[config.mk]
export PLATFORM = sky130hd
export DESIGN_NAME = stream_rr_arbiter_flat
export DESIGN_NICKNAME = d
export VERILOG_FILES = /design/src/rtl/stream_arb_pkg.sv /design/src/rtl/stream_rr_arbiter_if.sv /design/src/rtl/stream_rr_arbiter_picker.sv /design/src/rtl/stream_rr_arbiter.sv /design/src/flat_wrapper.sv
export SDC_FILE = /design/constraint.sdc
export NUM_CORES = 1
export LEC_CHECK = 0
export ABC_CLOCK_PERIOD_IN_PS = 3300
export BUFFER_PORTS_ARGS = -buffer_cell sky130_fd_sc_hd__buf_2
export CAP_MARGIN = 20
export CORE_MARGIN = 5
export CORE_UTILIZATION = 45
export CTS_CLUSTER_DIAMETER = 200
export DETAILED_ROUTE_END_ITERATION = 8
export PLACE_DENSITY_LB_ADDON = 0.05
export SLEW_MARGIN = 20
export SYNTH_ARGS = -nofsm -noshare
export SYNTH_HDL_FRONTEND = slang
export SYNTH_SLANG_ARGS = --single-unit
[constraint.sdc]
create_clock -name clk -period 3.3 [get_ports clk]
set_clock_uncertainty 0.05 [all_clocks]
set_input_delay 0.165 -clock clk [delete_from_list [all_inputs] [get_ports clk]]
set_output_delay 0.165 -clock clk [all_outputs]
set_load 0.05 [all_outputs]
[src/rtl/stream_arb_pkg.sv]
// Shared types and helpers for the packet-locked round-robin stream arbiter.
// Holds the arbiter state encoding, default widths and the rotate-priority pick.
package stream_arb_pkg;

   typedef enum logic {
      ARB_IDLE,
      ARB_LOCKED
   } arb_state_t;

   localparam int DEF_NUM_REQ    = 4;
   localparam int DEF_DATA_WIDTH = 8;
   localparam int DEF_CNT_WIDTH  = 16;
   localparam int MAX_REQ        = 8;
   localparam int MAX_IDX_W      = 3;

   // Returns {found, idx}: first set bit of req scanning ptr, ptr+1, ... mod n.
   function automatic logic [MAX_IDX_W:0] rr_pick(
      input logic [MAX_REQ-1:0]   req,
      input logic [MAX_IDX_W-1:0] ptr,
      input int                   n
   );
      logic [MAX_IDX_W:0]   res;
      logic [MAX_IDX_W+1:0] k;
      res = '0;
      for (int i = MAX_REQ - 1; i >= 0; i--) begin
         if (i < n) begin
            k = {2'b00, ptr} + 5'(i);
            if (k >= 5'(n)) k = k - 5'(n);
            if (req[k[MAX_IDX_W-1:0]]) res = {1'b1, k[MAX_IDX_W-1:0]};
         end
      end
      return res;
   endfunction

endpackage

[src/rtl/stream_rr_arbiter_if.sv]
// Requester-side and output-side stream handshakes of the arbiter.
// slave: the arbiter; master: the requesters plus the downstream sink.
interface stream_rr_arbiter_if
   import stream_arb_pkg::*;
#(
   parameter int NUM_REQ    = DEF_NUM_REQ,
   parameter int DATA_WIDTH = DEF_DATA_WIDTH
);

   logic [NUM_REQ-1:0]            req_valid;
   logic [NUM_REQ*DATA_WIDTH-1:0] req_data;
   logic [NUM_REQ-1:0]            req_last;
   logic [NUM_REQ-1:0]            req_ready;
   logic                          stream_out_valid;
   logic [DATA_WIDTH-1:0]         stream_out_data;
   logic                          stream_out_last;
   logic                          stream_out_ready;

   modport slave (
      input  req_valid, req_data, req_last, stream_out_ready,
      output req_ready, stream_out_valid, stream_out_data, stream_out_last
   );

   modport master (
      output req_valid, req_data, req_last, stream_out_ready,
      input  req_ready, stream_out_valid, stream_out_data, stream_out_last
   );

endinterface

[src/rtl/stream_rr_arbiter_picker.sv]
// Combinational rotate-and-priority-encode: first requester at or after ptr.
// Reusable wherever a round-robin choice is needed.
module rr_priority_picker
   import stream_arb_pkg::*;
#(
   parameter int NUM_REQ = DEF_NUM_REQ,
   parameter int IDX_W   = $clog2(NUM_REQ)
) (
   input  logic [NUM_REQ-1:0] req_i,
   input  logic [IDX_W-1:0]   ptr_i,
   output logic               found_o,
   output logic [IDX_W-1:0]   idx_o
);

   logic [MAX_IDX_W:0] pick;

   assign pick    = rr_pick(MAX_REQ'(req_i), MAX_IDX_W'(ptr_i), NUM_REQ);
   assign found_o = pick[MAX_IDX_W];
   assign idx_o   = IDX_W'(pick[MAX_IDX_W-1:0]);

endmodule

[src/rtl/stream_rr_arbiter.sv]
// Packet-locked round-robin arbiter sharing one registered output stream.
// A granted requester owns the output until its last beat is accepted.
module stream_rr_arbiter
   import stream_arb_pkg::*;
#(
   parameter int NUM_REQ    = DEF_NUM_REQ,
   parameter int DATA_WIDTH = DEF_DATA_WIDTH,
   parameter int CNT_WIDTH  = DEF_CNT_WIDTH,
   parameter int IDX_W      = $clog2(NUM_REQ)
) (
   input  logic                 clk,
   input  logic                 reset_n,
   stream_rr_arbiter_if.slave   bus,
   output logic [IDX_W-1:0]     grant_idx,
   output logic                 busy,
   output logic [CNT_WIDTH-1:0] pkt_count
);

   arb_state_t            state_q, state_d;
   logic [IDX_W-1:0]      rr_ptr_q, rr_ptr_d;
   logic [IDX_W-1:0]      grant_q, grant_d;
   logic                  out_valid_q, out_valid_d;
   logic                  out_last_q, out_last_d;
   logic [DATA_WIDTH-1:0] out_data_q, out_data_d;
   logic [CNT_WIDTH-1:0]  cnt_q, cnt_d;

   logic                  pick_found;
   logic [IDX_W-1:0]      pick_idx;
   logic                  slot_free;
   logic                  xfer;
   logic                  beat_last;
   logic [DATA_WIDTH-1:0] beat_data;
   logic [NUM_REQ-1:0]    ready_vec;

   rr_priority_picker #(
      .NUM_REQ (NUM_REQ),
      .IDX_W   (IDX_W)
   ) u_pick (
      .req_i   (bus.req_valid),
      .ptr_i   (rr_ptr_q),
      .found_o (pick_found),
      .idx_o   (pick_idx)
   );

   always_comb begin
      slot_free   = !out_valid_q || bus.stream_out_ready;
      beat_data   = bus.req_data[grant_q*DATA_WIDTH +: DATA_WIDTH];
      beat_last   = bus.req_last[grant_q];
      ready_vec   = '0;
      xfer        = 1'b0;
      state_d     = state_q;
      rr_ptr_d    = rr_ptr_q;
      grant_d     = grant_q;
      out_valid_d = out_valid_q;
      out_data_d  = out_data_q;
      out_last_d  = out_last_q;

      unique case (state_q)
         ARB_IDLE: begin
            if (pick_found) begin
               state_d = ARB_LOCKED;
               grant_d = pick_idx;
            end
         end
         ARB_LOCKED: begin
            ready_vec[grant_q] = slot_free;
            xfer = bus.req_valid[grant_q] && slot_free;
            if (xfer && beat_last) begin
               state_d  = ARB_IDLE;
               rr_ptr_d = (grant_q == IDX_W'(NUM_REQ - 1))
                          ? '0 : grant_q + 1'b1;
            end
         end
         default: ;
      endcase

      // A load wins over a drain so accept+load keeps valid high.
      if (xfer) begin
         out_valid_d = 1'b1;
         out_data_d  = beat_data;
         out_last_d  = beat_last;
      end else if (bus.stream_out_ready) begin
         out_valid_d = 1'b0;
      end

      cnt_d = cnt_q + CNT_WIDTH'(out_valid_q && bus.stream_out_ready
                                 && out_last_q);
   end

   always_ff @(posedge clk or negedge reset_n) begin
      if (!reset_n) begin
         state_q     <= ARB_IDLE;
         rr_ptr_q    <= '0;
         grant_q     <= '0;
         out_valid_q <= 1'b0;
         out_data_q  <= '0;
         out_last_q  <= 1'b0;
         cnt_q       <= '0;
      end else begin
         state_q     <= state_d;
         rr_ptr_q    <= rr_ptr_d;
         grant_q     <= grant_d;
         out_valid_q <= out_valid_d;
         out_data_q  <= out_data_d;
         out_last_q  <= out_last_d;
         cnt_q       <= cnt_d;
      end
   end

   assign bus.req_ready        = ready_vec;
   assign bus.stream_out_valid = out_valid_q;
   assign bus.stream_out_data  = out_data_q;
   assign bus.stream_out_last  = out_last_q;
   assign grant_idx            = grant_q;
   assign busy                 = (state_q == ARB_LOCKED);
   assign pkt_count            = cnt_q;

endmodule

[src/flat_wrapper.sv]
// flat-port wrapper written by rule: the top's interface ports become plain ports
module stream_rr_arbiter_flat import stream_arb_pkg::*;
#(
   parameter int NUM_REQ    = DEF_NUM_REQ,
   parameter int DATA_WIDTH = DEF_DATA_WIDTH,
   parameter int CNT_WIDTH  = DEF_CNT_WIDTH,
   parameter int IDX_W      = $clog2(NUM_REQ)
)
  (clk, reset_n, grant_idx, busy, pkt_count, bus_req_valid, bus_req_data, bus_req_last, bus_stream_out_ready, bus_req_ready, bus_stream_out_valid, bus_stream_out_data, bus_stream_out_last);
  stream_rr_arbiter_if #(.NUM_REQ(NUM_REQ), .DATA_WIDTH(DATA_WIDTH)) bus_i ();
  input  logic clk;
  input  logic reset_n;
  output logic [IDX_W-1:0] grant_idx;
  output logic busy;
  output logic [CNT_WIDTH-1:0] pkt_count;
  input wire logic [$bits(bus_i.req_valid)-1:0] bus_req_valid;
  input wire logic [$bits(bus_i.req_data)-1:0] bus_req_data;
  input wire logic [$bits(bus_i.req_last)-1:0] bus_req_last;
  input wire logic [$bits(bus_i.stream_out_ready)-1:0] bus_stream_out_ready;
  output wire logic [$bits(bus_i.req_ready)-1:0] bus_req_ready;
  output wire logic [$bits(bus_i.stream_out_valid)-1:0] bus_stream_out_valid;
  output wire logic [$bits(bus_i.stream_out_data)-1:0] bus_stream_out_data;
  output wire logic [$bits(bus_i.stream_out_last)-1:0] bus_stream_out_last;
  assign bus_i.req_valid = bus_req_valid;
  assign bus_i.req_data = bus_req_data;
  assign bus_i.req_last = bus_req_last;
  assign bus_i.stream_out_ready = bus_stream_out_ready;
  assign bus_req_ready = bus_i.req_ready;
  assign bus_stream_out_valid = bus_i.stream_out_valid;
  assign bus_stream_out_data = bus_i.stream_out_data;
  assign bus_stream_out_last = bus_i.stream_out_last;
  stream_rr_arbiter #(.NUM_REQ(NUM_REQ), .DATA_WIDTH(DATA_WIDTH), .CNT_WIDTH(CNT_WIDTH), .IDX_W(IDX_W)) u_core (.clk(clk), .reset_n(reset_n), .bus(bus_i), .grant_idx(grant_idx), .busy(busy), .pkt_count(pkt_count));
endmodule
==> results of run 1 <==
==> kinds of logic after synthesis <==
family          Yosys count  synth area share [%]
mux                      27                 23.91
flops                    31                 42.35
simple gates             41                 13.12
buf+inv                  10                 2.459
xor+xnor                 14                 6.694
fa+ha+maj                 9                 6.148
compound gates           12                 5.329
==> sequential cells by signal, summed over array words and instances (netlist names) <==
| name | flops |
|---|---|
| u_core.bus.stream_out_last | 1 |
| u_core.bus.stream_out_data | 8 |
| u_core.pkt_count | 16 |
| u_core.busy | 1 |
| u_core.bus.stream_out_valid | 1 |
| u_core.grant_idx | 2 |
| u_core.rr_ptr_q | 2 |
==> synth_stat cells (all sizes together) <==
master    n  area, sq um
dfrtp    31        775.7
mux4     12        270.3
mux2     11        127.6
xnor2    11        96.34
nand2    10        40.04
ha        9        112.6
and3      8        50.05
nand3     8        45.04
inv       6        22.52
mux2i     4        40.04
buf       3        18.77
nor2b     3        18.77
xor2      3        26.28
a221oi    2        17.52
and4      2        17.52
nand4     2        12.51
a211oi    1        7.510
a2bb2oi   1        8.760
a31oi     1        6.260
and2      1        6.260
clkbuf    1        3.750
nand2b    1        6.260
nor2      1        3.750
nor3b     1        7.510
o211ai    1        7.510
o21a      1        7.510
o22a      1        8.760
o22ai     1        6.260
o31ai     1        7.510
o32ai     1        8.760
o41a      1        11.26
or2       1        6.260
or2b      1        7.510
or3b      1        11.26
or4       1        7.510
==> per-layer routing <==
layer / part of all wire, % / vias to the layer above / track usage, % / routed length, um
met5: 0 / - / 0 / 0
met4: 2.4 / 0 / 8.249 / 105
met3: 7.0 / 13 / 4.925 / 307
met2: 52 / 54 / 29.33 / 2285
met1: 38 / 715 / 19.75 / 1673
li1: - / 692 / - / -
==> worst max-delay path: stages (launching register included) <==
cell and delay (ns):
dfrtp_1 0.63, inv_1 0.16, ha_1 0.41, mux4_2 0.35, o41a_1 0.44, mux2_4 0.31
==> per-stage QoR <==
step | hold slack (ns) | total power, mW | instances | utilization, % | setup slack, ns
final | 0.2253 | 2.251 | 273 | 59.04 | 0.8338
after global routing | 0.2110 | 2.389 | 273 | 59.04 | 0.7396
after CTS | 0.2147 | 2.273 | 273 | 59.04 | 0.8541
after detailed placement | 0.2050 | 1.971 | 265 | 56.58 | 0.8714
after global placement | 0.1942 | 1.925 | 265 | 56.58 | 0.9660
after floorplan | -0.1806 | 1.679 | 144 | - | 1.085
==> report_power, final <==
part           internal, mW  total [mW]  switching (mW)
combinational         0.490        1.28           0.786
sequential            0.499       0.685           0.186
clock                 0.163       0.290           0.127
==> timing repair <==
| action | 4_1_cts | 5_1_grt |
|---|---|---|
| setup endpoints to repair | 0 | 0 |
| gates resized for setup | 0 | 0 |
| hold buffers | 1 | 0 |
| endpoints found under the hold margin | 31 | 0 |
==> cell usage in the layout, fill, tap and decap left out, types with 2 or more instances in the layout <==
cell type and n:
a221oi_1 2, inv_1 6, nand3_1 7, and3_1 8
mux2i_1 4, mux2_2 9, buf_2 75, dfrtp_1 31
clkbuf_8 6, xor2_1 3, ha_1 9, mux4_2 12
and4_1 2, nand4_1 2, nand2_1 9, xnor2_1 11
nor2b_1 3
==> worst paths after layout <==
kind / depth (start not counted) / to / slack (ns) / start
setup / recovery: 5 / u_core.grant_idx[1] / 0.83 / u_core.rr_ptr_q[0]
min in group asynchronous: 2 / u_core.pkt_count[6] / 0.41 / reset_n
hold / removal: 3 / u_core.pkt_count[0] / 0.23 / bus_stream_out_ready
setup reg to reg: 5 / u_core.grant_idx[1] / 0.83 / u_core.rr_ptr_q[0]
hold reg to reg: 1 / u_core.pkt_count[15] / 0.43 / u_core.pkt_count[15]
max in group asynchronous: 2 / u_core.bus.stream_out_data[1] / 2.35 / reset_n
==> layout make-up <==
type                    count  area (sq um)  share of cell area [%]
flip-flops and latches     31         775.7                   33.08
inverters                   6         22.52                  0.9605
clock inverters             1         5.005                  0.2134
multi-input cells         103          1011                   43.12
repair buffers             76         385.4                   16.44
clock buffers               6         82.58                   3.522
well taps                  50         62.56                   2.668
==> metrics.txt, run 1 <==
first-pass GRT wire length=7093 um; worst-margin pin slew=0.7526 ns; Hold Violations, Final=0; die height=73.80 um; nets=275; vias in the first global route=1573; syn nets=196; core outline area=3971 sq um; CTS root buf=clkbuf_8; Hold/Removal Path Class=in2reg; HPWL Detailed=3432 um; htree depth=2; Slew Viols, Final=0; Die ar.=5446 sq um; pwr/cell area=959.9 nW/um^2; number of diodes=0; Congestion Overflow GR=0; Seq/Total Area, Yosys=42.35%; num rows=23; WL/cell=16.01 um; final setup vio count=0; Synth Cell Area=1832 sq um; status=finished clean; design area=2345 sq um; Fillers=330; final worst path period share=74.73%; Layout area overhead=28.01%; crit path max fanout=12; worst vdd ir=0.0005311 V; worst skew pair latency=0.27 ns; Post-CTS Setup Bufs=0; Synth Register Bits=31; largest net degree at the start of global routing=32; Post-DP Area=2247 sq um; DRT Pass-1 Iters=4; setup TNS=0 ns; Clk pin slew, worst setup/hold paths=0.06 ns; Die Span X=73.80 um; mean area per synthesized cell=12.72 sq um; Pleak=1.184 nW; drt first-iter violations=47; CTS buffer count=5; IO Count=76; gr usage total=17.23%; CTS tree=built; Yosys cell types=40; Crit. End Element=register; RSZ-0062 raised after global routing=false; f_max=405.5 MHz; Post-Syn Instances=144; crit path time final=2.466 ns; GP Congestion=0.8106; final WL=4372 um; post-DR vias/cell=5.399; CP Data Required Time=3.41 ns; initial antenna violation count=0; # DRC=0; Worst EP arrival=2.58 ns; buffers added on ports=75; layout cell share with drive strength beyond 1=48.43%; Post-DRT Antenna Nets=0; slew margin rel.=49.83%; initial core utilization=46.12%; CTS Sinks=31; critical path class=reg2reg; total of max-cap violations=0; YS warnings=0; Clock Path Buffers=2; type of origin of the critical path=register; via count=1474
Note: power is estimated with default switching activity, not from simulation.
==> run 2, diff against run 1 <==
ABC_AREA = 1   (was default)
ABC_CLOCK_PERIOD_IN_PS = 2400   (was 3300)
clock period = 2.4 ns   (was 3.3 ns; I/O delays follow)
==> metrics.txt, run 2 <==
area share of fa/ha/maj cells after synthesis=5.909%; GRT met2 Usage=29.21%; Die Span X=75.08 um; slew margin rel.=55.32%; die height=75.08 um; commonest non-fill, non-tap cell in the layout=buf_2; prevailing post-synth register cell=dfrtp_1; Post-DRT Antenna Nets=0; initial core utilization=46.96%; RSZ-0062 raised after global routing=false; worst vdd ir=0.0008263 V; setup TNS=0 ns; crit path time final=1.823 ns; XOR/XNOR Fraction of Synth Area=5.056%; CTS Hold Bufs=1; worst skew pair latency=0.27 ns; pwr/cell area=1349 nW/um^2; CTS root buf=clkbuf_8; Clk pwr share=15.8%; nets=382; Clk pin slew, worst setup/hold paths=0.06 ns; mean area per synthesized cell=7.562 sq um; Layout area overhead=28.30%; CP max stage delay=0.37 ns; simple-gate portion of the synthesized area=30.07%; max reg flops=16; post-DR vias/cell=4.814; main combinational cell family by area after synthesis=simple AND/OR/NAND/NOR gates; via count=1834; Post-DP Area=2317 sq um; HPWL Detailed=3558 um; final worst path period share=75.95%; final WL=4565 um; post-synth top area share=40.71%; fin cells=381; buffers added on ports=75; post-CTS sizing=0; Top Usage Layer GRT=met2; hold depth=3; multiplexer share of the synthesized area=0%; vias in the first global route=1778; WL/cell=11.98 um; Synth Area in Compound Gates=10.70%; Synth area leaders=dfrtp_1, nor2_1, nand2_1; EDFF count, synth=0; Hold Violations, Final=0; Cells after DPL=372; drt first-iter violations=52; Post-Syn Instances=252; R2R setup slack=0.59 ns; GP Congestion=0.9217; fraction of registers with async set/reset=100.0%; Psw=1.748 mW; Pwr Total=3.298 mW; Synth Register Bits=31; syn nets=304; status=finished clean; Congestion Overflow GR=0; met3 usage=4.940%; most common cell in the netlist=nor2_1; design area=2445 sq um; critical path class=reg2out; Worst R2R End=u_core.pkt_count[14]; f_max=548.6 MHz; Internal Pwr Total=1.550 mW; Slew Viols, Final=0; type of origin of the critical path=register; worst-margin pin slew=0.6702 ns; combinational share of power=58.8%; first-pass GRT wire length=7431 um; CTS buffer count=5; cell taking the most area after synthesis=dfrtp_1; CP Buf/Inv Count=3; r2r startpoint=u_core.bus.stream_out_valid; largest net degree at the start of global routing=32; htree depth=2; critical path, cell by cell=buf_4, ha_1, inv_1, nor3_1, buf_2; Crit. End Element=output pin; DRT Pass-1 Iters=4; Reg power frac=25.3%; Clock Path Buffers=2; sw frac=53.01%; CP delay by family, top=buffers and inverters; Post-CTS Setup Bufs=0; Die ar.=5636 sq um; layout cell share with drive strength beyond 1=31.12%; Worst path depth=5; initial antenna violation count=0; CTS Sinks=31; Synth Cell Area=1906 sq um; Fillers=389; R2R depth=10; Pleak=1.363 nW; YS warnings=0; # DRC=0; IO Count=76; Hold/Removal Path Class=in2reg; most frequent cells in the layout=buf_2, nor2_1, nand2_1; met1 usage=20.35%; Seq/Total Area, Yosys=40.71%; min-delay src=bus_req_data[26]; number of diodes=0; gr usage total=17.08%; Yosys cell types=29; CP Data Required Time=2.23 ns; num rows=23; crit path max fanout=24; Worst EP arrival=1.65 ns; CTS tree=built; total of max-cap violations=0; core outline area=4058 sq um; WHS Endpoint=u_core.bus.stream_out_data[2]; WHS=0.1182 ns; CP max-delay cell=dfrtp_1; final setup vio count=0; Commonest cells post-synth=nor2_1, nand2_1, dfrtp_1
[run 2: changes by cell type in the layout (fill, tap and decap cells not counted), sizes merged, moves of 4 or more]
cell | previous run | this run
nor2 | 1 | 64
and3 | 8 | 0
mux4 | 12 | 0
a21oi | 0 | 5
inv | 6 | 26
o21ai | 0 | 23
xor2 | 3 | 10
nand3 | 8 | 13
nand2 | 10 | 45
xnor2 | 11 | 1
mux2 | 11 | 0
mux2i | 4 | 0
a31oi | 1 | 9
[run 2: worst max-delay path by stage]
stage	start	slack, ns	to
2_1_floorplan	u_core.grant_idx[0]	0.17	bus_req_ready[3]
3_3_place_gp	u_core.bus.stream_out_valid	0.62	u_core.pkt_count[14]
3_5_place_dp	u_core.bus.stream_out_valid	0.58	u_core.pkt_count[14]
4_1_cts	u_core.grant_idx[0]	0.56	bus_req_ready[3]
5_1_grt	u_core.grant_idx[0]	0.41	bus_req_ready[3]
6_report	u_core.grant_idx[0]	0.58	bus_req_ready[3]
[run 2: routing by layer]
layer | part of all wire [%] | up-vias
met5 | 0 | -
met4 | 0.83 | 0
met3 | 7.2 | 4
met2 | 49 | 63
met1 | 43 | 814
li1 | - | 953
[run 2: power by group through the flow]
stage                     Combinational [mW]  Clock [mW]  Sequential, mW
after floorplan                         1.01           0            1.36
after global placement                  1.94           0           0.836
after detailed placement                1.95           0           0.842
after CTS                               1.95       0.540           0.836
after global routing                    2.14       0.561           0.863
final                                   1.94       0.523           0.834
[run 2: metrics by stage]
step | util [%] | setup WS (ns)
finish | 60.25 | 0.5771
global route | 60.25 | 0.4065
CTS | 60.25 | 0.5606
detailed placement | 57.11 | 0.5834
global placement | 57.11 | 0.6218
floorplan | - | 0.1720
[run 2: worst register-to-register path, cell delays in order, from the launching register on]
cell,delay (ns)
dfrtp_1,0.35
nand2_1,0.06
nor2_1,0.09
ha_1,0.19
ha_1,0.20
nand2_2,0.09
nor2_4,0.13
nand2_2,0.07
or2_4,0.24
nor3_2,0.13
xor2_1,0.15
[run 2: cells by family (layout without fill, tap and decap cells)]
| family | count (synthesis) | after routing |
|---|---|---|
| adder cells (fa/ha/maj) | 9 | 9 |
| buffers and inverters | 34 | 113 |
| AO/OA/AOI/OAI | 38 | 38 |
| XOR/XNOR | 11 | 11 |
| flip-flops | 31 | 31 |
| AND/OR/NAND/NOR | 129 | 129 |
[run 2: cell type report]
class	count	area (sq um)	share of cell area, %
multi-input combinational	187	985.9	40.33
clock buffer	6	82.58	3.378
inverter	27	102.6	4.197
clock inverter	2	35.03	1.433
tap	50	62.56	2.559
sequential	31	775.7	31.73
timing repair buffer	78	400.4	16.38
==> run 3, diff against run 2 <==
ABC_CLOCK_PERIOD_IN_PS = 1500   (was 2400)
CORE_UTILIZATION = 44   (was 45)
clock period = 1.5 ns   (was 2.4 ns; I/O delays follow)
==> metrics.txt, run 3 (synthesized netlist as in run 2, its figures left out) <==
status=finished, violations left; failing checks=setup timing; f_max=590.6 MHz; buffers added on ports=75; Multi-input gate area=1308 sq um; CP Data Required Time=1.62 ns; num rows=24; worst skew pair latency=0.29 ns; most frequent cells in the layout=buf_2, nor2_1, nand2_1; Fillers=315; Slew Viols, Final=0; final setup vio count=26; Psw=3.656 mW; r2r startpoint=u_core.bus.stream_out_last; Clock Path Buffers=2; DRT Pass-1 Iters=4; WL/cell=13.20 um; critical path class=reg2reg; Final WS setup=-0.1933 ns; RSZ-0062 raised after global routing=true; Reg power frac=19.5%; drt first-iter violations=26; crit path time final=1.693 ns; final worst path period share=112.9%; setup TNS=-2.047 ns; vias in the first global route=1891; Crit. End Element=register; sequential cell area=785.8 sq um; post-DR vias/cell=4.821; crit path max fanout=3; via count=2068; initial antenna violation count=0; final WL=5664 um; total of max-cap violations=0; # DRC=0; Internal Pwr Total=3.586 mW; Die ar.=5747 sq um; commonest non-fill, non-tap cell in the layout=buf_2; htree depth=2; largest net degree at the start of global routing=32; gr usage total=18.62%; Die Span X=75.81 um; Layout area overhead=71.31%; worst-margin pin slew=0.4040 ns; Hold/Removal Path Class=in2reg; CTS root buf=clkbuf_8; Post-DP Area=2586 sq um; Place WS=-0.2161 ns; design area=3264 sq um; IO Count=76; initial core utilization=44.69%; GP Congestion=0.8798; Pleak=1.640 nW; sw frac=50.48%; number of diodes=0; die height=75.81 um; CTS buffer count=5; Hold Violations, Final=0; slew margin rel.=73.06%; combinational share of power=68.5%; HPWL Detailed=3823 um; Clk pwr share=12.0%; core outline area=4264 sq um; CTS Sinks=31; Congestion Overflow GR=0; layout cell share with drive strength beyond 1=57.29%; Crit. Startpoint=u_core.bus.stream_out_last; min-delay src=bus_req_data[9]; Post-DRT Antenna Nets=0; CTS tree=built; R2R setup slack=-0.19 ns; worst vdd ir=0.001568 V; Worst EP arrival=1.81 ns; pwr/cell area=2219 nW/um^2; type of origin of the critical path=register; nets=428; first-pass GRT wire length=8252 um; Clk pin slew, worst setup/hold paths=0.07 ns; max reg flops=16
-- run 3: cell count changes in the layout (fill, tap and decap cells not counted), moves of 8 or more --
cell,previous run,this run
nor2_4,1,11
dfrtp_2,0,8
buf_4,2,31
nand2_1,40,32
nor2_1,60,39
dfrtp_1,31,23
nor2_2,3,14
inv_1,24,12
buf_6,0,16
-- run 3: final timing paths --
check | end | cells past startpoint
setup / recovery | u_core.pkt_count[15] | 10
hold / removal | u_core.bus.stream_out_data[1] | 3
setup reg to reg | u_core.pkt_count[15] | 10
hold reg to reg | u_core.pkt_count[15] | 1
max in group asynchronous | u_core.grant_idx[0] | 3
min in group asynchronous | u_core.pkt_count[3] | 3
-- run 3: power groups by stage --
stage	clock (mW)	sequential (mW)	combinational, mW
after floorplan	0	2.22	1.84
after global placement	0	1.38	3.60
after detailed placement	0	1.38	3.64
after CTS	0.889	1.37	4.20
after global routing	0.931	1.46	5.34
final	0.872	1.41	4.96
-- run 3: critical path, cell delays in order, from the launching register on --
cell and delay [ns]:
dfrtp_2 0.37, inv_2 0.05, nor2_4 0.12, ha_4 0.15
buf_4 0.11, nand3_2 0.10, nor2_4 0.12, nand3_2 0.12
nor2_4 0.15, nand4_1 0.11, xnor2_1 0.14
-- run 3: area by class of cell --
cell class                 count  share of cell area (%)
inverter                      27                   4.140
multi-input combinational    187                   40.05
clock inverter                 2                   1.073
timing repair inverter         2                  0.4599
sequential                    31                   24.07
tap                           52                   1.993
clock buffer                   6                   2.530
timing repair buffer         122                   25.68
-- run 3: timing repair --
action	in CTS	in global routing
hold endpoints to repair	31	0
hold buffers	1	0
pin swaps	11	19
cloned	0	2
endpoints found under the setup margin	16	29
setup buffers	16	7
resized for setup	53	58
-- run 3: routing by layer --
metal	up-vias	track usage (%)	part of all wire (%)
li1	1055	-	-
met1	950	22.49	41
met2	53	32.32	51
met3	10	4.354	5.8
met4	0	6.214	1.9
met5	-	0	0
-- run 3: metrics by stage --
stage | std cells | power (mW) | utilization [%] | hold slack [ns]
3_5_place_dp | 396 | 5.021 | 60.65 | 0.07404
4_1_cts | 421 | 6.465 | 70.36 | 0.05029
5_1_grt | 429 | 7.730 | 76.56 | 0.07252
6_report | 429 | 7.243 | 76.56 | 0.05232
3_3_place_gp | 396 | 4.985 | 60.65 | 0.06806
2_1_floorplan | 252 | 4.059 | - | -0.2706
